<file path="src/rtl/ring_interlock_arbiter.sv">
// Round-robin arbiter for the 8-station ring interlock: registered one-hot grants
// with a guard gap between owners, a maximum hold time and timeout lockout.
module ring_interlock_arbiter #(
  parameter int N_STN        = 8,
  parameter int GUARD_CYCLES = 2,
  parameter int MAX_HOLD     = 16,
  parameter int CNT_W        = 8
) (
  input  logic             clk,
  input  logic             reset,
  input  logic [N_STN-1:0] i_req,
  output logic [N_STN-1:0] o_grant,
  output logic [2:0]       o_owner,
  output logic             o_busy,
  output logic             o_timeout
);

  typedef enum logic [1:0] {
    IDLE  = 2'd0,
    GRANT = 2'd1,
    GUARD = 2'd2
  } state_t;

  state_t           state_r;
  logic [2:0]       ptr_r;
  logic [N_STN-1:0] lock_r;
  logic [CNT_W-1:0] hold_r;
  logic [CNT_W-1:0] guard_r;

  logic [N_STN-1:0] elig_s;
  logic [N_STN-1:0] lock_next_s;
  logic [3:0]       pick_s;
  logic [2:0]       next_ptr_s;
  logic             owner_req_s;
  logic             hold_max_s;

  // Scans from the highest ring offset down so the lowest offset from ptr wins.
  function automatic logic [3:0] ring_pick(input logic [N_STN-1:0] elig, input logic [2:0] ptr);
    logic [3:0] res;
    int         idx;
    res = 4'd0;
    for (int k = N_STN - 1; k >= 0; k--) begin
      idx = (int'(ptr) + k) % N_STN;
      if (elig[idx]) begin
        res = {1'b1, 3'(idx)};
      end else begin
        res = res;
      end
    end
    return res;
  endfunction

  // Arbitration candidates, release conditions and next lockout mask.
  always_comb begin
    elig_s      = i_req & ~lock_r;
    pick_s      = ring_pick(elig_s, ptr_r);
    owner_req_s = i_req[o_owner];
    hold_max_s  = (MAX_HOLD != 0) && (hold_r == CNT_W'(MAX_HOLD));
    next_ptr_s  = (o_owner == 3'(N_STN - 1)) ? 3'd0 : (o_owner + 3'd1);
    lock_next_s = lock_r & i_req;
    if ((state_r == GRANT) && owner_req_s && hold_max_s) begin
      lock_next_s[o_owner] = 1'b1;
    end else begin
      lock_next_s = lock_next_s;
    end
  end

  // Arbiter state machine with registered outputs.
  always_ff @(posedge clk) begin
    if (reset) begin
      state_r   <= IDLE;
      ptr_r     <= 3'd0;
      lock_r    <= '0;
      hold_r    <= '0;
      guard_r   <= '0;
      o_grant   <= '0;
      o_owner   <= 3'd0;
      o_busy    <= 1'b0;
      o_timeout <= 1'b0;
    end else begin
      lock_r    <= lock_next_s;
      o_timeout <= 1'b0;
      case (state_r)
        IDLE: begin
          if (pick_s[3]) begin
            o_grant  <= N_STN'(1) << pick_s[2:0];
            o_owner  <= pick_s[2:0];
            o_busy   <= 1'b1;
            hold_r   <= CNT_W'(1);
            state_r  <= GRANT;
          end else begin
            o_grant  <= '0;
            o_busy   <= 1'b0;
          end
        end
        GRANT: begin
          // A dropped request takes precedence, so no timeout is flagged then.
          if (!owner_req_s || hold_max_s) begin
            o_grant   <= '0;
            o_busy    <= 1'b0;
            o_timeout <= owner_req_s;
            ptr_r     <= next_ptr_s;
            guard_r   <= CNT_W'(1);
            state_r   <= (GUARD_CYCLES == 0) ? IDLE : GUARD;
          end else if (hold_r != {CNT_W{1'b1}}) begin
            hold_r    <= hold_r + CNT_W'(1);
          end else begin
            hold_r    <= hold_r;
          end
        end
        GUARD: begin
          if (guard_r >= CNT_W'(GUARD_CYCLES)) begin
            state_r <= IDLE;
          end else begin
            guard_r <= guard_r + CNT_W'(1);
          end
        end
        default: begin
          state_r <= IDLE;
          o_grant <= '0;
          o_busy  <= 1'b0;
        end
      endcase
    end
  end

endmodule

</file>
<file path="config.mk">
export PLATFORM = sky130hd
export DESIGN_NAME = ring_interlock_arbiter
export DESIGN_NICKNAME = d
export VERILOG_FILES = /design/src/rtl/ring_interlock_arbiter.sv
export SDC_FILE = /design/constraint.sdc
export NUM_CORES = 1
export LEC_CHECK = 0
export CAP_MARGIN = 15
export CORE_MARGIN = 5
export CORE_UTILIZATION = 46
export CTS_CLUSTER_DIAMETER = 120
export DETAILED_ROUTE_END_ITERATION = 6
export GPL_ROUTABILITY_DRIVEN = 0
export GPL_TIMING_DRIVEN = 0
export PLACE_DENSITY_LB_ADDON = 0.2
export SETUP_SLACK_MARGIN = 0.05
export SYNTH_ARGS = -nofsm -noshare
export SYNTH_HDL_FRONTEND = slang
export SYNTH_SLANG_ARGS = --single-unit
export TNS_END_PERCENT = 10
</file>
<file path="constraint.sdc">
create_clock -name clk -period 4.4 [get_ports clk]
set_clock_uncertainty 0.2 [all_clocks]
set_input_delay 0.88 -clock clk [delete_from_list [all_inputs] [get_ports clk]]
set_output_delay 0.88 -clock clk [all_outputs]
set_load 0.005 [all_outputs]
</file>
==> results, run 1 <==
- Once layout is done, the placed cells without fillers occupy approximately 3300 µm².
- For this run, design rule violations remaining after detail routing come to 0.
- The area of the placeable core is slightly below 6000 µm².
- The number of placed I/O pins is 23.
- The final-stage net count is around 370.
- The final cell count without fillers is between 400 and 500.
- The sequential element share of the synthesized area is 0.2960.
- The share of total power dissipated in sequential elements is 0.260.
- The prevailing post-synth register cell is dfxtp_1.
- The count of state elements after synthesis is 42.
- The source-to-sink clock delay at the later pin of the worst-skew pair is between 0.2 and 0.3 ns.
- The most common cell after layout, fill and taps aside is dfxtp_1.
- In the finished design, the share of the clock period the worst path needs comes to 0.8830.
- The root cell of the clock tree is clkbuf_8.
- The horizontal die dimension is between 80 and 90 µm.
- Summed over all cells, the static leakage comes to between 1 and 1.5 nW.
- For the pin with the worst max-slew slack, the measured transition is 0.7736 ns.
- The clock-pin transition on the worst setup and hold timing paths is roughly 0.08 ns.
- The path class of the lowest-slack min-delay path is reg2reg.
- Counting flops with an async set or reset pin after synthesis yields a share of 0.
- The time the worst path needs with I/O delays and setup is ~3.9 ns.
- At the end of the flow the core is filled with cells to 0.5475.
- The first element of the critical path is ptr_r[0].
- The total grt overflow is 0.
- Setup violations remaining at the end of the flow were counted as 0.
- The slowest stage of the critical path belongs to the cell or4b_1.
- Traced cell by cell, the critical path runs through buf_6, inv_2, buf_4, ha_1, clkbuf_2, clkinv_1, mux4_2, a21oi_1, or4b_1, a221oi_1, or4_1, nor2_1, a22o_1.
- Summing every instance area after synthesis gives roughly 2800 µm².
- The first-pass GRT wire length is about 12 mm.
- STA puts the critical path data arrival time at just under 4 ns.
- The quantity of I/O buffers inserted on ports is 22.
- The number of antenna violations at the first check in global routing is 0.
- The die outline height is slightly below 90 µm.
- Across every metal layer, demand over resource in global routing totals 0.1941.
- The library cells used most frequently in the layout, excluding fill and tap cells, are dfxtp_1, nor2_1, nand2_1, clkdlybuf4s50_1, mux2i_1.
- During synthesis, Yosys emitted a total of 0 warnings.
- The worst slack after detailed placement is 0.2803 ns.
- The initial standard-cell utilization of the core is 0.4769.
- The net count after synthesis is approximately 340.
- The number of distinct library cells after synthesis is just over 60.
- The total design power is ~1.9 mW.
- The count of maximum capacitance violations is 0.
- Of the total power, the share spent switching nets is 0.4299.
- The combinational power share is 0.581.
- Setup slack on the worst reg-to-reg path comes out at a little over 0.5 ns.
- The total number of clock tree sinks is between 40 and 50.
- Detailed placement finished with a half-perimeter wire length of approximately 5.6 mm.
- The met2 usage in global routing is 0.3120.
- The internal power consumption is between 1 and 1.5 mW.
- The routed wire length per instance is around 17 µm.
- The number of placement rows is 28.
- Clock tree synthesis inserted a total of 5 buffers.
- After detailed routing, the total wire length is approximately 7.4 mm.
- In this run the most used layer during global routing was met2.
- The detailed-route vias per instance is around 6.
- The critical path data required time is around 4.4 ns.
- The met3 track demand over resource is 0.02886.
- The via count is ~2600.
- The maximum net fanout on the critical path is 10.
- The post-CTS setup repair buffer count is 0.
- The number of pins exceeding their max-slew limit in the final report was 0.
- CTS built an H-tree with a depth of 2.
- For this design the total switching power over the nets is 809.9 µW.
- The count of antenna diodes in the layout is 0.
- In this run, the number of DRC markers left after iteration 0 of detailed routing was between 200 and 250.
- The setup TNS is 0 ns.
- Before antenna repair, the detailed router went through 4 iterations.
- The final setup slack of the worst path is ~0.51 ns.
- The capturing element of the worst setup path is o_grant[7].
- The worst hold path begins at o_grant[2].
- After clock tree synthesis, the flow added hold-fix buffers numbering 0.
- The portion of total power attributed to the clock network is 0.158.
- The minimum hold slack is roughly 0.26 ns.
- The number of global-route vias before repair was 2381.
- In the final layout, the share of cells above drive strength 1 is 0.09577.
- TritonCTS built the clock tree.
- The average instance in the mapped netlist occupies between 8 and 9 µm².
- For this run, the top clock speed supported by timing is between 200 and 300 MHz.
- The count of antenna-violating nets left after detailed routing is 0.
- After filler insertion, the fill cell instance count of the layout stands at just under 600.
- Entering global routing, the biggest net connects 13 pins.
- Yosys mapped a number of flops with a built-in enable equal to 0.
- On the worst path, the slowest cell contributes a delay of around 0.46 ns.
- The clock passes through at most 2 buffers.
- For the worst flop-to-flop path, the logic depth is 13.
- The number of placed instances, taps included, is 422.
- The startpoint identified for the worst register-to-register timing path is ptr_r[0].
- The worst slew margin relative to its limit is 0.4803.
- After technology mapping, the gate count stands at roughly 330.
- The number of cells upsized or downsized after cts is 0.
- Setup repair after global routing left no endpoint under its margin.
- By startpoint and endpoint, the worst setup path is classified as reg2reg.
- The met1 usage is 0.2772.
- The run finished with clean final reports.
- The total power per unit cell area is between 500 and 600 nW/µm².
- The endpoint identified for the worst register-to-register timing path is o_grant[7].
- STA classifies the critical path startpoint as a flip-flop.
- The maximum resistive drop on vdd is between 0.3 and 0.4 mV.
- The number of hold violations in the final report came to 0.
- The area enclosed by the die boundary is a little under 8000 µm².
- The kind of end point of the critical path is a flip-flop.
- The post-synthesis to final-layout area growth is 14.80%.
- The placed instances occupy a cell area of about 3200 µm².
==> metal layers <==
metal,up-vias,wire [µm]
met5,-,0
met4,0,44
met3,5,412
met2,79,3434
met1,1231,3460
li1,1275,-
==> final cells by class <==
class	count	area [µm²]	share of cell area
Multi-Input combinational cell	255	1869	0.5733
Tap cell	75	93.84	0.02878
Timing Repair Buffer	22	220.2	0.06754
Inverter	10	37.54	0.01151
Buffer	18	92.59	0.02840
Clock buffer	7	76.32	0.02341
Sequential cell	42	840.8	0.2579
Clock inverter	1	30.03	0.009210
==> Yosys cell counts (all sizes together), types with 2 or more instances <==
cell type	instances	area share
a2111oi	3	0.011
a211oi	14	0.037
a21boi	2	0.0053
a21oi	13	0.023
a22o	4	0.012
a31oi	3	0.0066
and2	5	0.011
buf	9	0.020
clkbuf	9	0.012
dfxtp	42	0.30
ha	8	0.035
inv	9	0.012
mux2	4	0.017
mux2i	18	0.063
mux4	11	0.087
nand2	27	0.036
nand2b	15	0.033
nand3	8	0.014
nand3b	2	0.0053
nor2	33	0.044
nor2b	13	0.029
nor3	5	0.0088
nor3b	3	0.0079
nor4	5	0.011
o211ai	4	0.011
o21ai	10	0.018
o21bai	2	0.0053
o221ai	2	0.0062
o22ai	7	0.015
o311ai	2	0.0062
o32ai	2	0.0062
or4	2	0.0053
or4b	3	0.011
xnor2	7	0.022
xor2	2	0.0062
==> flip-flops by register name (all words and copies together) (netlist names) <==
name	cells
o_busy	1
guard_r	8
ptr_r	3
o_owner	3
o_grant	8
hold_r	8
lock_r	8
o_timeout	1
state_r	2
==> worst max-delay path, delay by kind of cell (launching register included) <==
| kind | cells | cell delay (ns) |
|---|---|---|
| multiplexers | 1 | 0.45 |
| AND/OR/NAND/NOR | 3 | 0.87 |
| adder cells (fa/ha/maj) | 1 | 0.28 |
| flip-flops | 1 | 0.37 |
| AO/OA/AOI/OAI | 3 | 0.74 |
| buffers and inverters | 5 | 0.87 |
==> cells by family after synthesis <==
kind of cell / Yosys count / share of synthesized area
xor gates and xnor gates: 9 / 0.02775
DFF: 42 / 0.2960
buffers and inverters: 28 / 0.04581
and+or+nand+nor: 128 / 0.2357
AOI/OAI and AO/OA: 77 / 0.1916
adders and majority gates: 8 / 0.03524
muxes: 33 / 0.1678
==> worst min path at each step <==
stage / end / slack [ns] / cells after the start
finish: o_grant[2] / 0.26 / 2
global route: o_grant[4] / 0.29 / 2
CTS: o_grant[2] / 0.26 / 2
detailed placement: o_grant[4] / 0.25 / 2
global placement: guard_r[7] / 0.24 / 1
floorplan: guard_r[7] / 0.23 / 1
==> power by group through the flow <==
stage	registers [mW]	logic [mW]	clock network, mW
2_1_floorplan	0.490	0.789	0
3_3_place_gp	0.499	1.06	0
3_5_place_dp	0.499	1.07	0
4_1_cts	0.492	1.08	0.307
5_1_grt	0.501	1.19	0.323
6_report	0.491	1.09	0.299
(Power assumes the default switching activity.)
==> run 2, diff against run 1 <==
CORE_MARGIN = unset   (was 5)
SLEW_MARGIN = 40   (was unset)
==> run 2 against run 1 <==
Net effect: maximum frequency down 0.19%; global-route usage up 4.6 points; wire length down 2.1%; die area down 17%; combinational power about the same; critical path depth unchanged; sequential share of layout area up 0.15 points; core utilization about the same; via count up 2.2%; register-to-register slack about the same; flip-flop and latch count unchanged; critical path type unchanged; highest routed layer unchanged.
==> results, run 2 (synthesis results as in run 1) <==
- The H-tree was split into 2 levels.
- Entering global routing, the biggest net connects 15 pins.
- The number of placement rows is 28.
- The final clock period utilization by the worst path is 0.8847.
- The reported leakage power is roughly 1.2 nW.
- The total grt overflow is 0.
- After clock tree synthesis, the clock-pin slew on the worst setup and hold paths is roughly 0.090 ns.
- STA classifies the critical path endpoint as a flip-flop.
- The count of antenna-violating nets left after detailed routing is 0.
- At the end of the flow the core is filled with cells to 0.5475.
- Along the worst path, the maximum fanout reaches 10.
- The total power per unit cell area is approximately 560 nW/µm².
- The quantity of I/O buffers inserted on ports is 22.
- In the post-route analysis, the smallest setup slack over all paths is 0.5071 ns.
- Setup repair after global routing left no endpoint under its margin.
- The post-CTS setup repair buffer count is 0.
- Compared with the post-synthesis result, the final layout area differs by 14.14%.
- Across every metal layer, demand over resource in global routing totals 0.2402.
- The clock net in this run drives a total of 42 sinks.
- The initial standard-cell utilization of the core is 0.4797.
- The design draws 1.829 mW.
- The number of placed I/O pins is 23.
- 0 antenna diodes ended up in the layout.
- The net count of the finished layout is roughly 370.
- The number of placed instances, taps included, is 422.
- The transition time at the pin with the least slew margin is ~0.77 ns.
- The number of pins exceeding their max-slew limit in the final report is 0.
- Measured along the x axis, the die boundary spans 80.58 µm.
- The detailed-route vias per instance is 6.153.
- The later pin in the worst-skew pair is clocked with a latency of 0.30 ns.
- The count of maximum capacitance violations is 0.
- The first-pass GRT wire length is approximately 12 mm.
- Leaving out fill and tap cells, the most frequent cell in the layout is dfxtp_1.
- The critical setup path kind is reg2reg.
- The routed design has approximately 7 mm of wire.
- The routed wire length per instance is 16.73 µm.
- The kind of start point of the critical path is a flip-flop.
- The floorplan step set the die height to about 81 µm.
- The area enclosed by the die boundary is between 6000 and 7000 µm².
- Data on the critical path is required at its endpoint by 4.39 ns.
- The combined area of the multi-input logic cells is between 1500 and 2000 µm².
- The time the worst path needs with I/O delays and setup is roughly 3.9 ns.
- In the layout the commonest cells are dfxtp_1, nor2_1, nand2_1, clkdlybuf4s50_1, mux2i_1.
- The number of global-route vias before repair is approximately 2400.
- The number of clock buffers inserted by TritonCTS is 5.
- Detailed routing inserted a total of 2646 vias.
- The placed wire-length estimate is 5.502 mm.
- The number of cells upsized or downsized after cts is 0.
- The combined flip-flop and latch cell area is 840.8 µm².
- The cts-stage hold buffer count is 0.
- The flow ran to the end, and the final reports show no timing, DRC or antenna violations.
- The length of the first detailed-routing pass in iterations is 5.
- The final number of setup-violating endpoints is 0.
- The detailed router finished its first iteration with between 200 and 250 violations.
- The worst slew margin relative to its limit is 0.4843.
- The worst slack after detailed placement is around 0.30 ns.
- TritonCTS built the clock tree.
- The number of hold violations in the final report was 0.
- The filler cells instantiated in the layout total between 500 and 600.
- The number of antenna violations at the first check in global routing came to 0.
- The root cell of the clock tree is clkbuf_8.
- STA puts the critical path data arrival time at just under 4 ns.
- The highest clock rate is about 260 MHz.
- The tightest min-delay check is of the reg2reg type.
- The number of remaining DRC errors is 0.
- The area of the placeable core is approximately 5900 µm².
- In the final layout, the share of cells above drive strength 1 is 0.1014.
- Leaving out filler cells and counting taps, the final layout contains 430.
- The setup TNS is 0 ns.
- The buffer depth of the longest clock path is 2.
- IR analysis of the VDD net gives a maximum drop of approximately 0.32 mV.
## run 2: metal layers
metal / track usage / vias up / wire [µm]
met5: 0 / - / 0
met4: 0.08929 / 0 / 158
met3: 0.03977 / 18 / 381
met2: 0.3712 / 91 / 3247
met1: 0.3331 / 1262 / 3405
li1: - / 1275 / -
## run 2: power by group
part	total, mW	switching (mW)	internal [mW]
clock network	0.248	0.137	0.112
registers	0.491	0.0505	0.441
logic	1.09	0.626	0.464
total	1.83	0.813	1.02
## run 2: through the flow
stage,area [µm²],hold WS (ns)
2_1_floorplan,2840,0.2302
3_3_place_gp,3154,0.2425
3_5_place_dp,3154,0.2496
4_1_cts,3242,0.2645
5_1_grt,3242,0.2924
6_report,3242,0.2562
## run 2: path summary, 6_finish.rpt
check / slack (ns) / start / cells past startpoint / to
setup reg to reg: 0.51 / ptr_r[0] / 13 / o_grant[7]
setup / recovery: 0.51 / ptr_r[0] / 13 / o_grant[7]
hold / removal: 0.26 / o_grant[6] / 2 / o_grant[6]
hold reg to reg: 0.26 / o_grant[6] / 2 / o_grant[6]
## run 2: final cells by class
| class | count | area share |
|---|---|---|
| multi-input combinational | 255 | 0.5766 |
| timing repair buffer | 22 | 0.06793 |
| clock buffer | 5 | 0.02123 |
| tap | 75 | 0.02895 |
| inverter | 10 | 0.01158 |
| sequential | 42 | 0.2594 |
| clock inverter | 3 | 0.005789 |
| buffer | 18 | 0.02856 |
## run 2: critical path, cell delays in order, from the launching register on
cell and delay (ns):
dfxtp_1 0.35, buf_6 0.13, inv_2 0.06, buf_4 0.18
ha_1 0.28, clkbuf_2 0.19, clkinv_1 0.29, mux4_2 0.45
a21oi_1 0.17, or4b_1 0.47, a221oi_1 0.38, or4_1 0.31
nor2_1 0.09, a22o_1 0.23
